`src/rtl/bram_sdp_rr_arbiter_if.sv`:
```
// Client-side and BRAM-side signal bundle for bram_sdp_rr_arbiter.
// The arbiter takes the slave modport; the client/BRAM side takes master.
interface bram_sdp_rr_arbiter_if #(
  parameter int unsigned ADDR_WIDTH = 10,
  parameter int unsigned DATA_WIDTH = 36
);
  logic [1:0]            rd_req_i;
  logic [ADDR_WIDTH-1:0] rd_addr0_i;
  logic [ADDR_WIDTH-1:0] rd_addr1_i;
  logic [1:0]            rd_gnt_o;
  logic [1:0]            rd_valid_o;
  logic [DATA_WIDTH-1:0] rd_data_o;

  logic [1:0]            wr_req_i;
  logic [ADDR_WIDTH-1:0] wr_addr0_i;
  logic [ADDR_WIDTH-1:0] wr_addr1_i;
  logic [DATA_WIDTH-1:0] wr_data0_i;
  logic [DATA_WIDTH-1:0] wr_data1_i;
  logic [1:0]            wr_gnt_o;

  logic                  REN_o;
  logic [ADDR_WIDTH-1:0] RD_ADDR_o;
  logic [DATA_WIDTH-1:0] RDATA_i;
  logic                  WEN_o;
  logic [ADDR_WIDTH-1:0] WR_ADDR_o;
  logic [DATA_WIDTH-1:0] WDATA_o;

  modport slave (
    input  rd_req_i, rd_addr0_i, rd_addr1_i,
    input  wr_req_i, wr_addr0_i, wr_addr1_i, wr_data0_i, wr_data1_i,
    input  RDATA_i,
    output rd_gnt_o, rd_valid_o, rd_data_o, wr_gnt_o,
    output REN_o, RD_ADDR_o, WEN_o, WR_ADDR_o, WDATA_o
  );

  modport master (
    output rd_req_i, rd_addr0_i, rd_addr1_i,
    output wr_req_i, wr_addr0_i, wr_addr1_i, wr_data0_i, wr_data1_i,
    output RDATA_i,
    input  rd_gnt_o, rd_valid_o, rd_data_o, wr_gnt_o,
    input  REN_o, RD_ADDR_o, WEN_o, WR_ADDR_o, WDATA_o
  );
endinterface

```
`src/rtl/bram_sdp_rr_arbiter.sv`:
```
// Two-requester round-robin arbiter sharing one simple-dual-port BRAM; read and write ports arbitrated independently.
// Optional write-first read-after-write bypass: define BRAM_ARB_RAW_BYPASS_EN.
module bram_sdp_rr_arbiter #(
  parameter int unsigned ADDR_WIDTH = 10,
  parameter int unsigned DATA_WIDTH = 36
) (
  input logic                   clk,
  input logic                   rst,
  bram_sdp_rr_arbiter_if.slave  bus
);

  logic       rd_ptr_q, rd_ptr_d;
  logic       wr_ptr_q, wr_ptr_d;
  logic [1:0] rd_valid_q, rd_valid_d;
  logic [1:0] rd_gnt, wr_gnt;
  logic [ADDR_WIDTH-1:0] rd_addr, wr_addr;
  logic [DATA_WIDTH-1:0] wr_data;

  // Lone requester wins; on contention the pointer picks the winner.
  function automatic logic [1:0] rr_pick(input logic [1:0] req, input logic ptr);
    logic [1:0] gnt;
    gnt = 2'b00;
    case (req)
      2'b01:   gnt = 2'b01;
      2'b10:   gnt = 2'b10;
      2'b11:   gnt = ptr ? 2'b10 : 2'b01;
      default: gnt = 2'b00;
    endcase
    return gnt;
  endfunction

  always_comb begin
    rd_gnt     = 2'b00;
    wr_gnt     = 2'b00;
    rd_ptr_d   = rd_ptr_q;
    wr_ptr_d   = wr_ptr_q;
    rd_addr    = bus.rd_addr0_i;
    wr_addr    = bus.wr_addr0_i;
    wr_data    = bus.wr_data0_i;
    rd_valid_d = 2'b00;
    if (!rst) begin
      rd_gnt = rr_pick(bus.rd_req_i, rd_ptr_q);
      wr_gnt = rr_pick(bus.wr_req_i, wr_ptr_q);
    end
    // Pointer moves to the requester that just lost its turn.
    if (rd_gnt[1])      rd_ptr_d = 1'b0;
    else if (rd_gnt[0]) rd_ptr_d = 1'b1;
    if (wr_gnt[1])      wr_ptr_d = 1'b0;
    else if (wr_gnt[0]) wr_ptr_d = 1'b1;
    if (rd_gnt[1]) rd_addr = bus.rd_addr1_i;
    if (wr_gnt[1]) begin
      wr_addr = bus.wr_addr1_i;
      wr_data = bus.wr_data1_i;
    end
    rd_valid_d = rd_gnt;
  end

  always_ff @(posedge clk) begin
    if (rst) begin
      rd_ptr_q   <= 1'b0;
      wr_ptr_q   <= 1'b0;
      rd_valid_q <= 2'b00;
    end else begin
      rd_ptr_q   <= rd_ptr_d;
      wr_ptr_q   <= wr_ptr_d;
      rd_valid_q <= rd_valid_d;
    end
  end

  assign bus.rd_gnt_o   = rd_gnt;
  assign bus.wr_gnt_o   = wr_gnt;
  assign bus.REN_o      = |rd_gnt;
  assign bus.RD_ADDR_o  = rd_addr;
  assign bus.WEN_o      = |wr_gnt;
  assign bus.WR_ADDR_o  = wr_addr;
  assign bus.WDATA_o    = wr_data;
  // A valid still in flight when reset arrives is dropped.
  assign bus.rd_valid_o = rd_valid_q & {2{~rst}};

`ifdef BRAM_ARB_RAW_BYPASS_EN
  logic                  hit_q, hit_d;
  logic [DATA_WIDTH-1:0] byp_data_q, byp_data_d;

  // Same-address read and write in one cycle returns the new write data.
  always_comb begin
    hit_d      = (|rd_gnt) && (|wr_gnt) && (rd_addr == wr_addr);
    byp_data_d = wr_data;
  end

  always_ff @(posedge clk) begin
    if (rst) begin
      hit_q      <= 1'b0;
      byp_data_q <= '0;
    end else begin
      hit_q      <= hit_d;
      byp_data_q <= byp_data_d;
    end
  end

  assign bus.rd_data_o = hit_q ? byp_data_q : bus.RDATA_i;
`else
  assign bus.rd_data_o = bus.RDATA_i;
`endif

endmodule

```
`src/flat_wrapper.sv`:
```
// flat-port wrapper written by rule: the top's interface ports become plain ports
module bram_sdp_rr_arbiter_flat 
#(
  parameter int unsigned ADDR_WIDTH = 10,
  parameter int unsigned DATA_WIDTH = 36
)
  (clk, rst, bus_rd_req_i, bus_rd_addr0_i, bus_rd_addr1_i, bus_wr_req_i, bus_wr_addr0_i, bus_wr_addr1_i, bus_wr_data0_i, bus_wr_data1_i, bus_RDATA_i, bus_rd_gnt_o, bus_rd_valid_o, bus_rd_data_o, bus_wr_gnt_o, bus_REN_o, bus_RD_ADDR_o, bus_WEN_o, bus_WR_ADDR_o, bus_WDATA_o);
  bram_sdp_rr_arbiter_if #(.ADDR_WIDTH(ADDR_WIDTH), .DATA_WIDTH(DATA_WIDTH)) bus_i ();
  input logic clk;
  input logic rst;
  input wire logic [$bits(bus_i.rd_req_i)-1:0] bus_rd_req_i;
  input wire logic [$bits(bus_i.rd_addr0_i)-1:0] bus_rd_addr0_i;
  input wire logic [$bits(bus_i.rd_addr1_i)-1:0] bus_rd_addr1_i;
  input wire logic [$bits(bus_i.wr_req_i)-1:0] bus_wr_req_i;
  input wire logic [$bits(bus_i.wr_addr0_i)-1:0] bus_wr_addr0_i;
  input wire logic [$bits(bus_i.wr_addr1_i)-1:0] bus_wr_addr1_i;
  input wire logic [$bits(bus_i.wr_data0_i)-1:0] bus_wr_data0_i;
  input wire logic [$bits(bus_i.wr_data1_i)-1:0] bus_wr_data1_i;
  input wire logic [$bits(bus_i.RDATA_i)-1:0] bus_RDATA_i;
  output wire logic [$bits(bus_i.rd_gnt_o)-1:0] bus_rd_gnt_o;
  output wire logic [$bits(bus_i.rd_valid_o)-1:0] bus_rd_valid_o;
  output wire logic [$bits(bus_i.rd_data_o)-1:0] bus_rd_data_o;
  output wire logic [$bits(bus_i.wr_gnt_o)-1:0] bus_wr_gnt_o;
  output wire logic [$bits(bus_i.REN_o)-1:0] bus_REN_o;
  output wire logic [$bits(bus_i.RD_ADDR_o)-1:0] bus_RD_ADDR_o;
  output wire logic [$bits(bus_i.WEN_o)-1:0] bus_WEN_o;
  output wire logic [$bits(bus_i.WR_ADDR_o)-1:0] bus_WR_ADDR_o;
  output wire logic [$bits(bus_i.WDATA_o)-1:0] bus_WDATA_o;
  assign bus_i.rd_req_i = bus_rd_req_i;
  assign bus_i.rd_addr0_i = bus_rd_addr0_i;
  assign bus_i.rd_addr1_i = bus_rd_addr1_i;
  assign bus_i.wr_req_i = bus_wr_req_i;
  assign bus_i.wr_addr0_i = bus_wr_addr0_i;
  assign bus_i.wr_addr1_i = bus_wr_addr1_i;
  assign bus_i.wr_data0_i = bus_wr_data0_i;
  assign bus_i.wr_data1_i = bus_wr_data1_i;
  assign bus_i.RDATA_i = bus_RDATA_i;
  assign bus_rd_gnt_o = bus_i.rd_gnt_o;
  assign bus_rd_valid_o = bus_i.rd_valid_o;
  assign bus_rd_data_o = bus_i.rd_data_o;
  assign bus_wr_gnt_o = bus_i.wr_gnt_o;
  assign bus_REN_o = bus_i.REN_o;
  assign bus_RD_ADDR_o = bus_i.RD_ADDR_o;
  assign bus_WEN_o = bus_i.WEN_o;
  assign bus_WR_ADDR_o = bus_i.WR_ADDR_o;
  assign bus_WDATA_o = bus_i.WDATA_o;
  bram_sdp_rr_arbiter #(.ADDR_WIDTH(ADDR_WIDTH), .DATA_WIDTH(DATA_WIDTH)) u_core (.clk(clk), .rst(rst), .bus(bus_i));
endmodule
```
`config.mk`:
```
export PLATFORM = sky130hd
export DESIGN_NAME = bram_sdp_rr_arbiter_flat
export DESIGN_NICKNAME = d
export VERILOG_FILES = /design/src/rtl/bram_sdp_rr_arbiter_if.sv /design/src/rtl/bram_sdp_rr_arbiter.sv /design/src/flat_wrapper.sv
export SDC_FILE = /design/constraint.sdc
export NUM_CORES = 1
export LEC_CHECK = 0
export CAP_MARGIN = 20
export CORE_AREA = 3 3 97 99
export DETAILED_ROUTE_END_ITERATION = 12
export DIE_AREA = 0 0 100 102
export PLACE_DENSITY_LB_ADDON = 0.25
export SLEW_MARGIN = 20
export SYNTH_ARGS = -nofsm -noshare
export SYNTH_HDL_FRONTEND = slang
export SYNTH_SLANG_ARGS = --single-unit
export TNS_END_PERCENT = 20
```
`constraint.sdc`:
```
create_clock -name clk -period 1.7 [get_ports clk]
set_input_delay 0.425 -clock clk [delete_from_list [all_inputs] [get_ports clk]]
set_output_delay 0.425 -clock clk [all_outputs]
set_load 0.005 [all_outputs]
```
==> flow_metrics.env <==
export IMPL_cts_tree="built"
export IMPL_cts_root_buf="clkbuf_8"
export IMPL_maxCapViolations=0
export IMPL_fin_crit_sh=1.18
export IMPL_max_freq_mhz=499
export IMPL_violations="negative setup slack"
export IMPL_yosysWarnings=0
export IMPL_cts_buffer_depth=2
export IMPL_path_class="reg2out"
export IMPL_vdd_ir_drop_max_mv=0.342
export IMPL_place_hpwl_um=4890
export IMPL_p_per_area_nw_per_um2=335
export IMPL_slew_headroom=0.871
export IMPL_ys_seq_area_frac=0.0623
export IMPL_drc=0
export IMPL_start_util=0.149
export IMPL_worst_endpoint_arrival_ns=1.58
export IMPL_final_layout_size_suffix_gt1_frac=0.536
export IMPL_p_switching_mw=0.244
export IMPL_place_ws_ns=-0.937
export IMPL_antenna_left=0
export IMPL_crit_path_start_kind="flop"
export IMPL_netlist_area_um2=1280
export IMPL_ys_types=17
export IMPL_path_max_fanout=8
export IMPL_grt_overflow_total=0
export IMPL_seq_power_share=0.095
export IMPL_fin_skew_ns=0.0000996
export IMPL_dieArea_um2=10200
export IMPL_ios=254
export IMPL_cts_buffers=3
export IMPL_p_leak_nw=1.58
export IMPL_layout_common_cells="112 x clkdlybuf4s50_1, 39 x mux2_4, 36 x buf_6"
export IMPL_fin_ws_ns=-0.304
export IMPL_finalNonFillerCells=403
export IMPL_cts_hold_buffers=0
export IMPL_layout_commonest_cell="clkdlybuf4s50_1"
export IMPL_ys_seq_elements=4
export IMPL_slew_viol_final=0
export IMPL_status="finished, violations left"
export IMPL_avgSynthCellArea_um2=10.4
export IMPL_first_iter_violations=12
export IMPL_pwr_share_clk=0.177
export IMPL_htree_levels=1
export IMPL_worstSetupEndpointType="output port"
export IMPL_fp_coreArea_um2=8640
export IMPL_antenna_cells=0
export IMPL_routabilityCongestion=0.756
export IMPL_grt_max_degree=10
export IMPL_nNetsFinal=451
export IMPL_required_ns=1.27
export IMPL_internal_power_mw=0.845
export IMPL_rows=34
export IMPL_syn_to_final_growth_pct=153
export IMPL_syn_inst=124
export IMPL_sw_frac_of_total=0.224
export IMPL_setup_viol=56
export IMPL_grt_usage=0.100
export IMPL_vias=1580
export IMPL_clk_pin_slew_ns=0.03
export IMPL_io_buffers=181
export IMPL_wl_per_cell_um=14.3
export IMPL_fillerInstances=866
export IMPL_die_y_um=102
export IMPL_die_width_um=100
export IMPL_cts_sinks=4
export IMPL_placed_cells=388
export IMPL_grt_pass1_vias=1552
export IMPL_avgViaCountPerCell=3.92
export IMPL_wirelength_um=5780
export IMPL_fin_crit_ns=2.00
export IMPL_combPwrFrac=0.728
export IMPL_clkLatencyLatePin_ns=0.21
export IMPL_antenna_found_initial=0
export IMPL_grt_pass1_wl_um=8180
export IMPL_rsz0062_at_grt="true"
export IMPL_syn_nets=278
export IMPL_tightestPinTransition_ns=0.192
export IMPL_hold_worst_slack_ns=0.538
export IMPL_hold_path_class="in2reg"
export IMPL_drtPass1Iterations=4
export IMPL_hold_viol_final=0
[worst paths after layout]
check / cells past startpoint / slack (ns) / start / end
worst min-delay path: 3 / 0.54 / bus_rd_req_i[0] / u_core.rd_ptr_q
worst max-delay path: 7 / -0.30 / u_core.wr_ptr_q / bus_WDATA_o[12]
worst min register to register: 2 / 0.55 / u_core.rd_ptr_q / u_core.rd_ptr_q
worst max register to register: 6 / 0.63 / u_core.rd_ptr_q / u_core.rd_valid_q[1]
[synthesized netlist by cell type (all sizes together)]
cell / count / area (um2)
inv: 4 / 15.0
nor2b: 2 / 12.5
a21oi: 2 / 10.0
buf: 43 / 337
mux2: 56 / 739
nand2b: 3 / 21.3
a211oi: 1 / 7.51
dfxtp: 4 / 80.1
nor2: 4 / 15.0
and2: 2 / 12.5
o21a: 1 / 7.51
nand3b: 2 / 27.5
[critical path: stages (launching register included)]
cell and delay [ns]:
dfxtp_2 0.31, nand2b_4 0.13, nand3b_4 0.10, buf_12 0.16, buf_6 0.12, buf_6 0.12
mux2_4 0.29, buf_6 0.12
[what timing repair did]
| action | in CTS | in global routing |
|---|---|---|
| buffers inserted | 9 | 2 |
| setup endpoints to repair | 64 | 58 |
| gates resized for setup | 270 | 36 |
| pin swaps | 4 | 1 |
| cloned | 3 | 1 |
[power by group through the flow]
stage	Combinational (mW)	Sequential (mW)	Clock [mW]
floorplan	0.296	0.104	0
global placement	0.769	0.104	0
detailed placement	0.771	0.104	0
CTS	0.795	0.103	0.197
global route	0.847	0.104	0.210
finish	0.793	0.104	0.193
[cell type report]
type / instances / area [um2] / share of cell area
repair buffers: 211 / 2080 / 0.640
multi-input cells: 73 / 900 / 0.276
well taps: 108 / 135 / 0.0415
flip-flops and latches: 4 / 82.6 / 0.0254
clock buffers: 3 / 41.3 / 0.0127
inverters: 4 / 15.0 / 0.00461
[sequential cells by signal, summed over array words and instances, names as in the netlist]
name               cells
u_core.wr_ptr_q        1
u_core.rd_ptr_q        1
u_core.rd_valid_q      2
[per-layer routing]
layer	vias to the layer above	track usage	routed length [um]
met5	-	0	0
met4	0	0.00311	0
met3	0	0.0696	1090
met2	164	0.175	2740
met1	686	0.106	1950
li1	730	-	-
[metrics by stage]
stage,power [mW],instance area [um2],utilization,TNS (ns)
floorplan,0.400,1280,-,0
global placement,0.873,3080,0.357,-53.45
detailed placement,0.875,3080,0.357,-54.01
CTS,1.10,3270,0.378,-14.73
global route,1.16,3260,0.377,-14.51
finish,1.09,3260,0.377,-11.66
[kinds of logic (layout without fill, tap and decap cells)]
logic type,Yosys count,after routing,synth area share
muxes,56,56,0.575
buffers and inverters,47,218,0.274
and+or+nand+nor,13,13,0.0691
AOI/OAI and AO/OA,4,4,0.0195
DFF,4,4,0.0623
No activity file was read; power rests on OpenSTA's default activity.
